[src/rtl/melody_pkg.sv]
// Shared encodings for the melody sequencer: FSM states, special tune codes,
// note ROM word layout and the duration decode helper.
// Purely declarative; no logic lives here.
package melody_pkg;

  // FSM state encoding
  localparam logic [2:0] ST_IDLE   = 3'd0;
  localparam logic [2:0] ST_FETCH  = 3'd1;
  localparam logic [2:0] ST_LATCH  = 3'd2;
  localparam logic [2:0] ST_PLAY   = 3'd3;
  localparam logic [2:0] ST_GAP    = 3'd4;
  localparam logic [2:0] ST_PAUSED = 3'd5;
  localparam logic [2:0] ST_DONE   = 3'd6;

  // Special tune codes
  localparam logic [3:0] TUNE_REST = 4'h0;
  localparam logic [3:0] TUNE_END  = 4'hF;

  // Note ROM word layout: [7:4] duration in beats, [3:0] tune code
  localparam int DUR_MSB  = 7;
  localparam int DUR_LSB  = 4;
  localparam int CODE_MSB = 3;
  localparam int CODE_LSB = 0;

  // Width of the inter-note gap counter
  localparam int GAP_W = 8;

  // A zero duration would never terminate, so it plays for a single beat.
  function automatic logic [3:0] note_dur(input logic [7:0] word);
    logic [3:0] dur;
    dur = word[DUR_MSB:DUR_LSB];
    return (dur == 4'd0) ? 4'd1 : dur;
  endfunction

endpackage

[src/rtl/melody_sequencer_beat_tick_sync.sv]
// Purpose: bring the slow beat clock into clk and emit a one-cycle tick per rising edge.
// Latency: tick is high in the third clk cycle after the rising level is first sampled.
// Backpressure: none; ticks are free-running and consumed or dropped by the sequencer.
module beat_tick_sync (
  input  logic clk,
  input  logic rst,
  input  logic beat_clk,
  output logic tick
);

  logic sync1_q, sync1_d;
  logic sync2_q, sync2_d;
  logic prev_q,  prev_d;
  logic tick_q,  tick_d;

  // Two-flop synchronizer, edge-detect history and registered rising-edge pulse
  always_comb begin
    sync1_d = beat_clk;
    sync2_d = sync1_q;
    prev_d  = sync2_q;
    tick_d  = sync2_q & ~prev_q;
  end

  // State update with synchronous reset
  always_ff @(posedge clk) begin
    if (rst) begin
      sync1_q <= 1'b0;
      sync2_q <= 1'b0;
      prev_q  <= 1'b0;
      tick_q  <= 1'b0;
    end else begin
      sync1_q <= sync1_d;
      sync2_q <= sync2_d;
      prev_q  <= prev_d;
      tick_q  <= tick_d;
    end
  end

  assign tick = tick_q;

endmodule

[src/rtl/melody_sequencer.sv]
// Purpose: walk the note ROM, time each note in beats and drive tune code plus onset pulse.
// Latency: play_req (or a note's final tick) -> FETCH -> LATCH -> tune/note_start 3 cycles later.
// Backpressure: none; play/stop are pulses, play in FETCH/LATCH is deferred until PLAY.
module melody_sequencer
  import melody_pkg::*;
#(
  parameter int ADDR_W    = 6,
  parameter int GAP_TICKS = 0,
  parameter int LOOP      = 0
) (
  input  logic              clk,
  input  logic              rst,
  input  logic              beat_clk,
  input  logic              play_req,
  input  logic              stop_req,
  output logic [ADDR_W-1:0] rom_addr,
  input  logic [7:0]        rom_data,
  output logic [3:0]        tune_code,
  output logic              note_start,
  output logic              playing,
  output logic              song_done
);

  logic tick;

  beat_tick_sync u_tick (
    .clk      (clk),
    .rst      (rst),
    .beat_clk (beat_clk),
    .tick     (tick)
  );

  logic [2:0]        state_q, state_d;
  logic [2:0]        ret_q, ret_d;            // state to resume into after PAUSED
  logic [ADDR_W-1:0] rom_addr_q, rom_addr_d;
  logic [3:0]        tune_q, tune_d;          // tune currently driven (0 while silent)
  logic [3:0]        cur_tune_q, cur_tune_d;  // tune of the note in progress, for resume
  logic              note_start_q, note_start_d;
  logic [3:0]        remain_q, remain_d;
  logic [GAP_W-1:0]  gap_q, gap_d;
  logic              pend_q, pend_d;          // play_req seen during FETCH/LATCH

  logic              adv;      // current note (and gap) finished: move to next address
  logic              fin;      // end marker decoded
  logic              at_last;  // no address beyond the current one
  logic [3:0]        code;

  assign at_last = (rom_addr_q == {ADDR_W{1'b1}});
  assign code    = rom_data[CODE_MSB:CODE_LSB];

  // Next-state logic: stop overrides everything, pause beats a coincident tick
  always_comb begin
    state_d      = state_q;
    ret_d        = ret_q;
    rom_addr_d   = rom_addr_q;
    tune_d       = tune_q;
    cur_tune_d   = cur_tune_q;
    note_start_d = 1'b0;
    remain_d     = remain_q;
    gap_d        = gap_q;
    pend_d       = pend_q;
    adv          = 1'b0;
    fin          = 1'b0;

    if (stop_req) begin
      state_d    = ST_IDLE;
      rom_addr_d = '0;
      tune_d     = TUNE_REST;
      pend_d     = 1'b0;
    end else begin
      case (state_q)
        ST_IDLE, ST_DONE: begin
          if (play_req) begin
            rom_addr_d = '0;
            state_d    = ST_FETCH;
          end
        end
        ST_FETCH: begin
          if (play_req) pend_d = 1'b1;
          state_d = ST_LATCH;
        end
        ST_LATCH: begin
          if (play_req) pend_d = 1'b1;
          if (code == TUNE_END) begin
            fin = 1'b1;
          end else begin
            tune_d       = code;
            cur_tune_d   = code;
            note_start_d = 1'b1;
            remain_d     = note_dur(rom_data);
            state_d      = ST_PLAY;
          end
        end
        ST_PLAY: begin
          if (play_req || pend_q) begin
            pend_d  = 1'b0;
            ret_d   = ST_PLAY;
            tune_d  = TUNE_REST;
            state_d = ST_PAUSED;
          end else if (tick) begin
            if (remain_q <= 4'd1) begin
              if (GAP_TICKS > 0) begin
                tune_d  = TUNE_REST;
                gap_d   = GAP_W'(GAP_TICKS);
                state_d = ST_GAP;
              end else begin
                adv = 1'b1;
              end
            end else begin
              remain_d = remain_q - 4'd1;
            end
          end
        end
        ST_GAP: begin
          if (play_req) begin
            ret_d   = ST_GAP;
            state_d = ST_PAUSED;
          end else if (tick) begin
            if (gap_q <= GAP_W'(1)) adv = 1'b1;
            else                    gap_d = gap_q - GAP_W'(1);
          end
        end
        ST_PAUSED: begin
          if (play_req) begin
            state_d = ret_q;
            tune_d  = (ret_q == ST_PLAY) ? cur_tune_q : TUNE_REST;
          end
        end
        default: begin
          state_d = ST_IDLE;
        end
      endcase

      // Step to the next entry; running off the end of the ROM counts as an end marker
      if (adv && !at_last) begin
        rom_addr_d = rom_addr_q + ADDR_W'(1);
        state_d    = ST_FETCH;
      end
      if (fin || (adv && at_last)) begin
        if (LOOP != 0) begin
          rom_addr_d = '0;
          state_d    = ST_FETCH;
        end else begin
          tune_d  = TUNE_REST;
          pend_d  = 1'b0;
          state_d = ST_DONE;
        end
      end
    end
  end

  // Register all sequencer state; reset returns to IDLE silently
  always_ff @(posedge clk) begin
    if (rst) begin
      state_q      <= ST_IDLE;
      ret_q        <= ST_PLAY;
      rom_addr_q   <= '0;
      tune_q       <= TUNE_REST;
      cur_tune_q   <= TUNE_REST;
      note_start_q <= 1'b0;
      remain_q     <= 4'd0;
      gap_q        <= '0;
      pend_q       <= 1'b0;
    end else begin
      state_q      <= state_d;
      ret_q        <= ret_d;
      rom_addr_q   <= rom_addr_d;
      tune_q       <= tune_d;
      cur_tune_q   <= cur_tune_d;
      note_start_q <= note_start_d;
      remain_q     <= remain_d;
      gap_q        <= gap_d;
      pend_q       <= pend_d;
    end
  end

  assign rom_addr   = rom_addr_q;
  assign tune_code  = tune_q;
  assign note_start = note_start_q;
  assign playing    = (state_q == ST_FETCH) || (state_q == ST_LATCH) ||
                      (state_q == ST_PLAY)  || (state_q == ST_GAP);
  assign song_done  = (state_q == ST_DONE);

endmodule

[config.mk]
export PLATFORM = sky130hd
export DESIGN_NAME = melody_sequencer
export DESIGN_NICKNAME = d
export VERILOG_FILES = /design/src/rtl/melody_pkg.sv /design/src/rtl/melody_sequencer_beat_tick_sync.sv /design/src/rtl/melody_sequencer.sv
export SDC_FILE = /design/constraint.sdc
export NUM_CORES = 1
export LEC_CHECK = 0
export ABC_CLOCK_PERIOD_IN_PS = 7300
export CORE_MARGIN = 8
export CORE_UTILIZATION = 23
export CTS_CLUSTER_DIAMETER = 120
export DETAILED_ROUTE_END_ITERATION = 8
export SETUP_SLACK_MARGIN = 0.1
export SKIP_LAST_GASP = 1
export SYNTH_ARGS = -nofsm -noshare
export SYNTH_HDL_FRONTEND = slang
export SYNTH_SLANG_ARGS = --single-unit
[constraint.sdc]
create_clock -name clk -period 7.3 [get_ports clk]
set_clock_uncertainty 0.1 [all_clocks]
set_input_delay 1.46 -clock clk [delete_from_list [all_inputs] [get_ports clk]]
set_output_delay 1.46 -clock clk [all_outputs]
set_load 0.01 [all_outputs]
==> After elaboration in Yosys (flattened, before gate mapping) <==
Index checks and enable logic that the tools add are counted.
{ "word_totals": {"ff_bits": 38, "output_inout_bits": 13} }
{ "classes": {"n_addsub": 3, "magnitude_cmp": 2, "n_eq_ne": 27, "n_mux": 40, "bitwise_logic": 7, "n_reduce_logical": 30} }
{ "op_table": {"columns": ["cell", "count"], "rows": [
  ["$mux W4", 9],
  ["$mux W3", 9],
  ["$ne A4 B4 Y1 const B", 5],
  ["$mux W6", 3],
  ["$pmux W3 S6", 1],
  ["$ne A3 B3 Y1 const B", 5],
  ["$reduce_and A5 Y1", 3],
  ["$mux W1", 13],
  ["$ne A2 B2 Y1 const B", 6],
  ["$pmux W4 S3", 1],
  ["$reduce_bool A2 Y1", 5],
  ["$eq A3 B2 Y1 const B", 3],
  ["$eq A3 B3 Y1 const B", 3],
  ["$le A8 B1 Y1 const B", 1],
  ["$pmux W4 S2", 1],
  ["$reduce_and A4 Y1", 2],
  ["$sub A8 B1 Y8 const B", 1],
  ["$add A6 B1 Y6 const B", 1],
  ["$eq A6 B6 Y1 const B", 1],
  ["$not A1 Y1", 6],
  ["$pmux W3 S2", 1],
  ["$reduce_and A3 Y1", 2],
  ["$reduce_and A6 Y1", 1],
  ["$reduce_or A2 Y1", 3],
  ["15 further kinds", 23]
]} }

==> Depth between registers and ports, before layout <==
{ "logic_depth": {"word_depth": 10, "mapped_depth": 7} }

==> Modules after synthesis <==
A second synthesis with hierarchy kept.
{ "hier_totals": {"cells_unflattened": 232, "hier_area_um2": 1989.4} }
{ "by_module_without_submodules": {"columns": ["module", "instances", "cells_per_inst", "area_per_inst_um2"], "rows": [
  ["melody_sequencer", 1, 224, 1878.1],
  ["beat_tick_sync", 1, 8, 111.4]
]} }

==> Least setup slack after synthesis <==
Ideal clock, no wire load.
{ "synth_path": {"path_kind": "input-to-reg", "from": "input play_req", "to": "register state_q[1]", "arrival_ps": 2865, "required_ps": 7080, "setup_slack_ps": 4215, "cell_stages": 6, "path_buffers": 1, "path_cell_list": "clkbuf_1 nor4bb_1 nor4b_1 a2bb2oi_2 and4_4 o31a_1"} }
{ "synth_via": {"elab_chain_len": 8} }
{ "synth_lines": {"columns": ["item", "line_no", "source"], "rows": [
  ["start: declaration", "melody_sequencer.sv:14", "input logic play_req,"],
  ["$logic_or A1 B1 Y1", "melody_sequencer.sv:95", "if (play_req || pend_q) begin"],
  ["$mux W1", "melody_sequencer.sv:95", null],
  ["$pmux W1 S2", "melody_sequencer.sv:71", "case (state_q)"],
  ["$mux W1", "melody_sequencer.sv:65", "if (stop_req) begin"],
  ["$logic_and A1 B1 Y1", "melody_sequencer.sv:139", "if (fin || (adv && at_last)) begin"],
  ["$logic_or A1 B1 Y1", "melody_sequencer.sv:139", null],
  ["$ne A4 B4 Y1 (no source line)", null, null],
  ["$reduce_and A5 Y1 (no source line)", null, null],
  ["end signal: assignment", "melody_sequencer.sv:165", "state_q <= state_d;"],
  ["end: declaration", "melody_sequencer.sv:33", "logic [2:0] state_q, state_d;"]
]} }
Several ways; a longest one is shown, not always the timed one. The select of a mux whose other input is x is not followed.
A chain may end at the register's enable or synchronous reset.

==> Final worst setup path <==
{ "layout_path": {"from": "input play_req", "to": "register tune_q[1] (netlist: tune_code[1])"} }
{ "layout_via": {"elab_chain_len": 7} }
{ "layout_lines": {"columns": ["item", "line_no", "source"], "rows": [
  ["$logic_or A1 B1 Y1", "melody_sequencer.sv:95", null],
  ["$mux W1", "melody_sequencer.sv:95", null],
  ["$pmux W1 S2", "melody_sequencer.sv:71", null],
  ["$mux W1", "melody_sequencer.sv:65", null],
  ["$logic_and A1 B1 Y1", "melody_sequencer.sv:139", null],
  ["$logic_or A1 B1 Y1", "melody_sequencer.sv:139", null],
  ["$reduce_or A3 Y1 (no source line)", null, null],
  ["end signal: assignment", "melody_sequencer.sv:168", "tune_q <= tune_d;"],
  ["end: declaration", "melody_sequencer.sv:36", "logic [3:0] tune_q, tune_d;"]
]} }
Several ways; a longest one is shown, not always the timed one. The select of a mux whose other input is x is not followed.

==> metrics.txt <==
status completed; Routed WL per cell 12.38 um; register clock-pin slew on the reported worst setup and hold paths 0.08 ns; RSZ-0062 raised after global routing false; final count of hold timing violations 0; die width 107.2 um; H-tree depth 2; CTS sink count 37; Synth Instances 231; number of CTS-inserted buffers 5; slew margin rel. 0.5544; area leader, netlist dfxtp_1; most numerous cell in the Yosys netlist dfxtp_1; remaining routing DRC violations 0; post-synth top area share 0.3872; Post-Syn Area per Cell 8.282 um^2; GPL Wtd Cong 0.8106; Die Area 0.01149 mm^2; switching share of power 0.2365; Filler cells 850; TritonCTS clock tree built; synthesized net count 249; first-pass GRT wire length 7776 um; I/O pins 26; Post-CTS Resized 0; grt ovf 0; crit path to tune_code[1]; worst reg2reg startpoint gap_q[2]; FFs w/ async S/R, synth 0; Lkg Pwr 0.8010 nW; PD cells 161.8 mW/mm^2; crit end category flop; final net count 273; post-route cell area 0.002359 mm^2; post-synth cell types 44; min Tclk post-route 3.489 ns; number of flops mapped to enable cells by yosys 0; Synth top cells by count dfxtp_1 (37), nor2_1 (23), nand2_1 (21); CP Launch Point play_req; CTS Root Cell clkbuf_8; Critical Path Fanout Max 9; vias in the first global route 1627; Post-CTS Hold Buffers 0; DR iter-0 viols 83; vias per cell 4.664; worst path required time 7.36 ns; Die H 107.2 um; Final setup viols 0; Synth Register Bits 37; synthesized area 0.001913 mm^2; Worst R2R Setup Slack 4.84 ns; Seq/Total Area, Yosys 0.3872; Post-Place Cell Area 0.002268 mm^2; layout cells sized above 1 0.06275; overall power 0.3816 mW; Tightest Hold Check Type flop to flop; Pint 0.2913 mW; sequential fraction of design power 0.541; Peak Freq 286.6 MHz; DP Wirelength 3342 um; final WL 4458 um; Most used DFF post-synth dfxtp_1; worst-margin pin slew 0.6670 ns; CTS Buffer Depth 2; Final ANT Viol Nets 0; Worst-Skew Late Latency 0.29 ns; Crit Path Class input port to flop; TritonRoute pass-1 iters 4; top post-synthesis cells by area dfxtp_1 (39%), nor2b_1 (4.6%), nor2_1 (4.5%); Fin Setup TNS 0 ns; Initial Utilization 0.2352; Ys Warns 0; period utilization 0.4780; clock share of power 0.388; CORE AREA 0.008134 mm^2; Pins Over Slew Limit 0; Antenna Cells 0; Max Cap Viol 0; R2R cell count 5; largest net degree at the start of global routing 25; crit path launch type input port; Worst EP arrival 3.55 ns; total number of vias 1679; Final Core Density 0.2900; power share of the combinational group 0.072; initial antenna violation count 0; RR Endpoint tune_code[1]; Syn-to-layout area delta 23.28%; std cell rows 33; Peak VDD IR 0.05391 mV; total track usage 0.08273; I/O Buffers 25; post-CTS setup buffer count 0; Switch Pwr 0.09024 mW
## area by class of cell
class,instances,area [um^2],area share
sequential,37,740.7,0.3141
clock buffer,6,82.58,0.03501
tap,105,131.4,0.05570
timing repair buffer,26,257.7,0.1093
multi-input combinational,180,1120,0.4748
inverter,5,18.77,0.007958
clock inverter,1,7.507,0.003183
## power by group through the flow
stage	Sequential (mW)	Combinational, mW	Clock, mW
after floorplan	0.209	0.0155	0
after global placement	0.211	0.0274	0
after detailed placement	0.211	0.0274	0
after CTS	0.206	0.0275	0.152
after global routing	0.207	0.0308	0.162
final	0.206	0.0273	0.148
## flip-flops by register name, summed over array words and instances, names as in the netlist
register	count
cur_tune_q	4
gap_q	8
note_start	1
pend_q	1
remain_q	4
ret_q	2
rom_addr	6
state_q	3
tune_code	4
u_tick.prev_d	1
u_tick.prev_q	1
u_tick.sync1_q	1
u_tick.tick	1
## kinds of logic after synthesis
kind of cell             share of synthesized area
AND/OR/NAND/NOR                             0.3113
flip-flops                                  0.3872
multiplexers                               0.01570
AO/OA/AOI/OAI                               0.1890
buffers and inverters                      0.02747
adder cells (fa/ha/maj)                    0.03270
XOR/XNOR                                   0.03663
## worst min path at each step
stage	from	end	cells past startpoint
finish	u_tick.prev_q	u_tick.tick	1
global route	u_tick.prev_q	u_tick.tick	1
detailed placement	u_tick.prev_q	u_tick.tick	1
CTS	u_tick.prev_q	u_tick.tick	1
floorplan	u_tick.prev_q	u_tick.tick	1
global placement	u_tick.prev_q	u_tick.tick	1
## through the flow
stage / std cells / setup WS [ns] / hold slack [ns]
finish: 360 / 3.811 / 0.2845
floorplan: 231 / 4.215 / 0.2674
global placement: 353 / 3.617 / 0.2756
global route: 360 / 3.625 / 0.3005
CTS: 360 / 3.801 / 0.2892
detailed placement: 353 / 3.489 / 0.2766
## worst max-delay path, stage by stage
cell and delay (ns):
clkdlybuf4s50_1 0.56, nor4bb_1 0.43, nor4b_1 0.37, a2bb2oi_2 0.21
o21ai_1 0.41, nor3_1 0.11
## layout by cell type, fill, tap and decap left out, types with 3 or more instances in the layout
cell type	n
xor2_1	5
nor3_1	10
nand2_1	21
inv_1	5
ha_1	5
o31a_1	5
nand2b_1	4
xnor2_1	3
clkbuf_8	6
o21ai_0	17
nor2_1	23
a221oi_1	4
dfxtp_1	37
a211oi_1	3
mux2i_1	3
a21oi_1	13
clkdlybuf4s50_1	25
nand4_1	3
nand3_1	9
nor2b_1	14
nand3b_1	3
a22o_1	4
and3_1	4
## per-layer routing
layer  track usage  wire [um]  vias up
met4       0.03819         78        0
met2        0.1320       2033       29
met5             0          0        -
li1              -          -      879
met1       0.09950       2130      766
met3       0.02519        216        5
No activity file was read; power rests on OpenSTA's default activity.
